**config.mk**
```make
export PLATFORM = sky130hd
export DESIGN_NAME = div_restore
export DESIGN_NICKNAME = d
export VERILOG_FILES = /design/src/rtl/div_restore.sv
export SDC_FILE = /design/constraint.sdc
export NUM_CORES = 1
export LEC_CHECK = 0
export ABC_CLOCK_PERIOD_IN_PS = 3000
export CORE_MARGIN = 8
export CORE_UTILIZATION = 54
export DETAILED_ROUTE_END_ITERATION = 12
export MAX_ROUTING_LAYER = met4
export PLACE_DENSITY = 0.89
export SYNTH_ARGS = -nofsm -noshare
export SYNTH_HDL_FRONTEND = slang
export SYNTH_SLANG_ARGS = --single-unit
```
**constraint.sdc**
```tcl
create_clock -name clc -period 3 [get_ports clc]
set_input_delay 0.45 -clock clc [delete_from_list [all_inputs] [get_ports clc]]
set_output_delay 0.45 -clock clc [all_outputs]
set_load 0.005 [all_outputs]
```
**src/rtl/div_restore.sv**
```systemverilog
// Sequential restoring divider: unpacks data_in = A*B + C into quot = A and rem = C,
// producing one quotient bit per clock behind a start/busy/done handshake.
module div_restore #(
  parameter int size    = 8,
  parameter int outsize = 16
) (
  input  logic               clc,
  input  logic               rst,
  input  logic               start,
  input  logic [outsize-1:0] data_in,
  input  logic [size-1:0]    B,
  output logic [outsize-1:0] quot,
  output logic [size-1:0]    rem,
  output logic               busy,
  output logic               done,
  output logic               div_zero,
  output logic               ovf
);

  localparam int CW = (outsize > 1) ? $clog2(outsize) : 1;

  typedef enum logic [1:0] {IDLE, CALC, DONE} state_t;

  state_t             state_q;
  logic [outsize-1:0] dvd_q, dvd_d;
  logic [size:0]      wrem_q, wrem_d;
  logic [size-1:0]    dvs_q;
  logic [CW-1:0]      cnt_q;
  logic               dz_q;
  logic [outsize-1:0] quot_q;
  logic [size-1:0]    rem_q;
  logic               busy_q, done_q, div_zero_q, ovf_q;

  logic [size+1:0]    shifted;
  logic [size+1:0]    trial;
  logic               fits;

  // Dividend and quotient share one shift register: dividend bits leave at the
  // MSB while quotient bits enter at the LSB.
  always_comb begin
    shifted = {1'b0, wrem_q, dvd_q[outsize-1]};
    trial   = shifted - {2'b00, dvs_q};
    fits    = ~trial[size+1];
    wrem_d  = fits ? trial[size:0] : shifted[size:0];
    dvd_d   = {dvd_q[outsize-2:0], fits};
  end

  always_ff @(posedge clc or negedge rst) begin
    if (!rst) begin
      state_q    <= IDLE;
      dvd_q      <= '0;
      wrem_q     <= '0;
      dvs_q      <= '0;
      cnt_q      <= '0;
      dz_q       <= 1'b0;
      quot_q     <= '0;
      rem_q      <= '0;
      busy_q     <= 1'b0;
      done_q     <= 1'b0;
      div_zero_q <= 1'b0;
      ovf_q      <= 1'b0;
    end else begin
      done_q <= 1'b0;
      case (state_q)
        IDLE: begin
          if (start) begin
            if (B != '0) begin
              dvd_q   <= data_in;
              dvs_q   <= B;
              wrem_q  <= '0;
              cnt_q   <= CW'(outsize - 1);
              dz_q    <= 1'b0;
              busy_q  <= 1'b1;
              state_q <= CALC;
            end else begin
              dz_q    <= 1'b1;
              state_q <= DONE;
            end
          end
        end
        CALC: begin
          dvd_q  <= dvd_d;
          wrem_q <= wrem_d;
          cnt_q  <= cnt_q - 1'b1;
          if (cnt_q == '0) begin
            state_q    <= DONE;
            busy_q     <= 1'b0;
            done_q     <= 1'b1;
            quot_q     <= dvd_d;
            rem_q      <= wrem_d[size-1:0];
            div_zero_q <= 1'b0;
            ovf_q      <= |dvd_d[outsize-1:size];
          end
        end
        DONE: begin
          // Divide-by-zero results are published here, one edge after acceptance.
          state_q <= IDLE;
          if (dz_q) begin
            done_q     <= 1'b1;
            quot_q     <= '1;
            rem_q      <= '0;
            div_zero_q <= 1'b1;
            ovf_q      <= 1'b0;
            dz_q       <= 1'b0;
          end
        end
        default: state_q <= IDLE;
      endcase
    end
  end

  assign quot     = quot_q;
  assign rem      = rem_q;
  assign busy     = busy_q;
  assign done     = done_q;
  assign div_zero = div_zero_q;
  assign ovf      = ovf_q;

endmodule

```
==> results of run 1 <==
cell usage in the layout, fill, tap and decap left out, drive strengths merged, types with 2 or more instances in the layout:
master / netlist / layout
nor4: 2 / 2
nand2b: 2 / 2
o31ai: 2 / 2
nand2: 28 / 28
nor2: 13 / 13
o21a: 5 / 5
a21oi: 22 / 22
a31oi: 3 / 3
o211ai: 2 / 2
mux2i: 9 / 9
nor3: 4 / 4
clkbuf: 15 / 13
and3: 3 / 3
xnor2: 2 / 2
o22ai: 29 / 29
nor3b: 2 / 2
o21ai: 29 / 29
or4: 5 / 5
o22a: 16 / 16
mux2: 21 / 21
buf: 6 / 11
nand3: 10 / 10
nor2b: 2 / 2
clkdlybuf4s50: 0 / 53
and2: 2 / 2
a32oi: 2 / 2
ha: 12 / 12
dfrtp: 68 / 68
inv: 19 / 19
clkinv: 0 / 2
a21boi: 2 / 2
layer usage:
metal / GRT usage (%) / wire, µm / part of all wire (%) / vias to the layer above
met1: 23.52 / 3790 / 42 / 1545
met3: 4.196 / 523 / 5.8 / 15
met2: 31.35 / 4497 / 50 / 119
li1: - / - / - / 1416
met5: - / 0 / 0 / -
met4: 8.639 / 174 / 1.9 / 0
worst paths after layout:
| path | startpoint | end | slack, ns |
|---|---|---|---|
| setup reg to reg | wrem_q[6]$_DFFE_PN0P_ | rem[0]$_DFFE_PN0P_ | 0.28 |
| setup / recovery | wrem_q[6]$_DFFE_PN0P_ | rem[0]$_DFFE_PN0P_ | 0.28 |
| min in group clc | rem[7]$_DFFE_PN0P_ | rem[7]$_DFFE_PN0P_ | 0.49 |
| hold reg to reg | rem[7]$_DFFE_PN0P_ | rem[7]$_DFFE_PN0P_ | 0.49 |
| max in group asynchronous | rst | cnt_q[3]$_DFFE_PN0P_ | 2.26 |
| hold / removal | rst | quot[13]$_DFFE_PN0P_ | 0.11 |
where the power goes:
part,internal [mW],total [mW],switching (mW)
clock network,0.339,0.678,0.339
registers,1.25,1.54,0.295
logic,1.06,2.21,1.16
total,2.64,4.43,1.79
layout make-up:
class / instances / area [µm²] / area share, %
multi-input cells: 245 / 1690 / 38.84
inverters: 19 / 71.32 / 1.639
repair buffers: 64 / 623.1 / 14.32
well taps: 77 / 96.34 / 2.214
flip-flops and latches: 68 / 1702 / 39.10
clock inverters: 2 / 10.01 / 0.2300
clock buffers: 13 / 158.9 / 3.652
synthesized netlist by cell type (4+ instances only):
cell / n / area (µm²)
o21ai_1: 8 / 40.04
a21oi_1: 22 / 110.1
ha_1: 12 / 150.1
mux2_2: 21 / 236.5
o21a_1: 5 / 37.54
dfrtp_1: 68 / 1702
o21ai_0: 21 / 105.1
clkbuf_1: 15 / 56.30
o22ai_1: 29 / 181.4
or4_1: 5 / 37.54
nand2_1: 28 / 105.1
o22a_1: 16 / 140.1
inv_1: 19 / 71.32
nor2_1: 13 / 48.80
nand3_1: 10 / 50.05
nor3_1: 4 / 20.02
mux2i_1: 9 / 90.09
sequential cells by signal, indices dropped and copies added (netlist names):
signal,cells
state_q,2
done,1
rem,8
wrem_q,9
busy,1
div_zero,1
dz_q,1
quot,16
ovf,1
dvs_q,8
dvd_q,16
cnt_q,4
critical path: cells and delay by family, from the launching register on:
family,cells,cell delay [ns]
AO/OA/AOI/OAI,3,0.87
flip-flops,1,0.41
AND/OR/NAND/NOR,2,0.61
multiplexers,1,0.38
adder cells (fa/ha/maj),1,0.39
kinds of logic (layout without fill, tap and decap cells):
kind of cell | after synthesis | in the layout
compound gates | 121 | 121
simple gates | 78 | 78
flops | 68 | 68
buf+inv | 40 | 98
mux | 30 | 30
fa+ha+maj | 13 | 13
xor+xnor | 3 | 3
==> results_dict.tcl, run 1 <==
set metrics [dict create \
    syn_inst 353 \
    ys_ff_latch 68 \
    wirelength_mm 8.985 \
    slowest_stage "dfrtp_1" \
    hold_viol 0 \
    crit_chain "ha_1 -> a211o_1 -> or4_1 -> o311a_1 -> nand3_1 -> mux2_2 -> o21ai_0" \
    place_congestion 0.8987 \
    num_vias 3095 \
    synthSimpleGateAreaFrac_pct 10.85 \
    clock_sinks 68 \
    p_leak_nw 1.812 \
    synth_top_family_by_area "compound AO/OA/AOI/OAI gates" \
    drc 0 \
    finalSetupViolCount 0 \
    area_growth_pct 22.46 \
    fin_skew_ns 0.008231 \
    syn-num-nets 393 \
    drt_iter0_drc 223 \
    fill_cells 447 \
    powerDensity_mw_per_mm2 1019 \
    dr.pass1.iters 4 \
    start_util_pct 55.96 \
    peakVddDrop_mv 0.5324 \
    final_antenna_net_count 0 \
    netlist_area_mm2 0.003553 \
    nets 447 \
    hold_path.class "in -> async" \
    row_count 29 \
    grt_setup_unrepaired "no" \
    period_share_pct 90.80 \
    hpwlAfterDp_mm 6.335 \
    dp_cells 473 \
    worstPathArrival_ns 2.99 \
    finalPower_mw 4.433 \
    critical_path_class "reg -> reg" \
    drv_cap 0 \
    root_buffer "clkbuf_8" \
    grt_pass1_wl_mm 15.04 \
    max_stage_delay_ns 0.41 \
    die_w_um 97.12 \
    synth_fa_ha_area_share_pct 4.789 \
    io_buffer_count 54 \
    synth-xor-area-share_pct 0.7394 \
    routed_via_density 6.342 \
    max_freq_ghz 0.3671 \
    synth_warnings 0 \
    worstRegToRegCells 7 \
    insertedDiodeCount 0 \
    die-area_mm2 0.009432 \
    fin_ws_ns 0.2759 \
    cts_hold_buf 0 \
    dp_slack_ns 0.2544 \
    slew-limit-headroom_pct 58.68 \
    fin_area_mm2 0.004352 \
    yosysSeqAreaShare_pct 47.89 \
    status "completed" \
    drive_above_1_share_pct 12.17 \
    critPathMaxFanout 8 \
    clkSlewWorstSetupHoldPaths_ns 0.07 \
    placed_cell_area_mm2 0.004183 \
    cts_buffer_depth 2 \
    stdcell_count 488 \
    synth_compound_area_share_pct 22.01 \
    grt_pass1_vias 3141 \
    antenna_found_initial 0 \
    die_y_um 97.12 \
    worst_slew_pin_slew_ns 0.6183 \
    synth_edf_count 0 \
    postCtsSetupBuffers 0 \
    dominantRegCellSynth "dfrtp_1" \
    synthMuxAreaShare_pct 9.190 \
    drv_slew 0 \
    io_pins 55 \
    hold_ws_ns 0.1063 \
    worstSetupStartpointType "flip-flop" \
    avgSynthCellArea_um2 10.07 \
    yosysUniqueCellTypes 50 \
    coreArea_mm2 0.006350 \
    finalCriticalPeriod_ns 2.724 \
    wire_per_inst_um 18.41 \
    synthArstFlopShare_pct 100.0 \
    tns_ns 0 \
    worstPathRequired_ns 3.27 \
    numCtsBuffers 9 \
    cts_resized 0 \
    insertion_delay_ns 0.35 \
    gr-usage-all-layers_pct 19.70 \
    utilization_pct 68.53 \
    htreeDepth 3 \
    cp-end-kind "flip-flop" \
    gr-total-overflow 0 \
    cts_tree "built" \
    grt_max_degree 44 \
]
Power figures use the tool's default switching activity.
==> run 2: changes to the inputs <==
GPL_TIMING_DRIVEN = 0   (was not set)
==> run 2 against run 1 <==
Against the previous run:
- critical path depth unchanged
- flip-flop and latch count unchanged
- count of clock-buffer cells in the layout decreased by 1
- routed wire length increased by 3.1%
- design area increased by 0.89%
- combinational power about the same
- die area unchanged
- clock power increased by 14%
- via count decreased by 0.65%
- critical path type unchanged
- critical endpoint is now wrem_q[0]$_DFFE_PN0P_
==> results_dict.tcl, run 2 (synthesis results as in run 1) <==
set metrics [dict create \
    status "completed" \
    r2r_slack_ns 0.17 \
    postCtsSetupBuffers 0 \
    p_leak_nw 1.810 \
    final_cell_mix "dfrtp_1, clkdlybuf4s50_1, o22ai_1" \
    cts_tree "built" \
    gr-usage-all-layers_pct 20.21 \
    max_stage_delay_ns 0.42 \
    dp_cells 484 \
    gr-total-overflow 0 \
    critPathBufInv 0 \
    layout_commonest_cell "dfrtp_1" \
    grt_pass1_vias 3083 \
    root_buffer "clkbuf_8" \
    grt_pass1_wl_mm 15.28 \
    start_util_pct 55.96 \
    worstPathArrival_ns 3.08 \
    grt_setup_unrepaired "no" \
    period_share_pct 94.31 \
    slew-limit-headroom_pct 43.21 \
    finalSetupViolCount 0 \
    max_freq_ghz 0.3534 \
    crit_chain "ha_1 -> a211o_1 -> or4_1 -> o311a_1 -> nand3_1 -> mux2_2 -> o21ai_0" \
    numCtsBuffers 9 \
    io_pins 55 \
    reg2reg_to "wrem_q[0]$_DFFE_PN0P_" \
    placed_cell_area_mm2 0.004188 \
    drv_cap 0 \
    place_congestion 0.8274 \
    worstSetupStartpointType "flip-flop" \
    finalCriticalPeriod_ns 2.829 \
    critPathMaxFanout 8 \
    critical_path_class "reg -> reg" \
    fill_cells 457 \
    clock_sinks 68 \
    die_w_um 97.12 \
    row_count 29 \
    io_buffer_count 54 \
    num_vias 3075 \
    wirelength_mm 9.261 \
    worstPathRequired_ns 3.25 \
    clkSlewWorstSetupHoldPaths_ns 0.07 \
    drt_iter0_drc 267 \
    coreArea_mm2 0.006350 \
    drive_above_1_share_pct 10.87 \
    cpLargestDelayFamily "compound AO/OA/AOI/OAI gates" \
    worst_slew_pin_slew_ns 0.8519 \
    dr.pass1.iters 4 \
    insertion_delay_ns 0.34 \
    hpwlAfterDp_mm 6.630 \
    fin_skew_ns 0.007326 \
    slowest_stage "or4_1" \
    cts_resized 0 \
    hold_viol 0 \
    htreeDepth 3 \
    fin_ws_ns 0.1707 \
    worstRegToRegCells 7 \
    antenna_found_initial 0 \
    powerDensity_mw_per_mm2 1038 \
    die_y_um 97.12 \
    cts_buffer_depth 2 \
    die-area_mm2 0.009432 \
    drc 0 \
    hold_ws_ns 0.2036 \
    final_antenna_net_count 0 \
    peakVddDrop_mv 0.5887 \
    nets 458 \
    hold_path.class "in -> async" \
    dp_slack_ns 0.1512 \
    insertedDiodeCount 0 \
    stdcell_count 500 \
    routed_via_density 6.150 \
    cts_hold_buf 0 \
    drv_slew 0 \
    area_growth_pct 23.56 \
    wire_per_inst_um 18.52 \
    fin_area_mm2 0.004390 \
    grt_max_degree 69 \
    tns_ns 0 \
    cp-end-kind "flip-flop" \
    worstReg2RegStart "wrem_q[6]$_DFFE_PN0P_" \
]
run 2: cell type report:
cell class                      count  area, µm²  area share [%]
Buffer                             21      90.09           2.052
Multi-Input combinational cell    245       1690           38.50
Sequential cell                    68       1702           38.76
Clock buffer                       12      155.1           3.534
Tap cell                           77      96.34           2.194
Inverter                           19      71.32           1.624
Clock inverter                      4      47.55           1.083
Timing Repair Buffer               54      538.0           12.25
run 2: power breakdown:
group          switching [mW]  internal [mW]  leakage (nW)  total (mW)
Sequential              0.298           1.25         0.795        1.55
Clock                   0.343          0.427         0.102       0.770
Combinational            1.19           1.05         0.913        2.24
run 2: stage by stage:
stage,power (mW),utilization (%)
detailed placement,3.753,65.95
CTS,4.544,69.14
floorplan,3.059,-
global route,4.862,69.14
finish,4.558,69.14
global placement,3.638,65.99
run 2: how the worst max path moves through the flow:
stage | startpoint | endpoint | slack, ns | depth (start not counted)
after floorplan | wrem_q[6]$_DFFE_PN0P_ | rem[0]$_DFFE_PN0P_ | 0.52 | 7
after global placement | rst | div_zero$_DFFE_PN0P_ | -0.71 | 1
after detailed placement | B[7] | dvd_q[8]$_DFFE_PN0P_ | 0.15 | 8
after CTS | wrem_q[6]$_DFFE_PN0P_ | wrem_q[0]$_DFFE_PN0P_ | 0.17 | 7
after global routing | wrem_q[6]$_DFFE_PN0P_ | wrem_q[0]$_DFFE_PN0P_ | 0.05 | 7
final | wrem_q[6]$_DFFE_PN0P_ | wrem_q[0]$_DFFE_PN0P_ | 0.17 | 7
run 2: worst register-to-register path, stage by stage, from the launching register on:
cell     delay (ns)
dfrtp_1        0.41
ha_1           0.39
a211o_1        0.36
or4_1          0.42
o311a_1        0.33
nand3_1        0.24
mux2_2         0.40
o21ai_0        0.20
run 2: routing by layer:
metal / track usage (%) / vias up / part of all wire [%]
li1: - / 1446 / -
met1: 24.14 / 1503 / 44
met2: 31.93 / 100 / 48
met3: 3.556 / 26 / 4.5
met4: 10.65 / 0 / 3.0
met5: - / - / 0
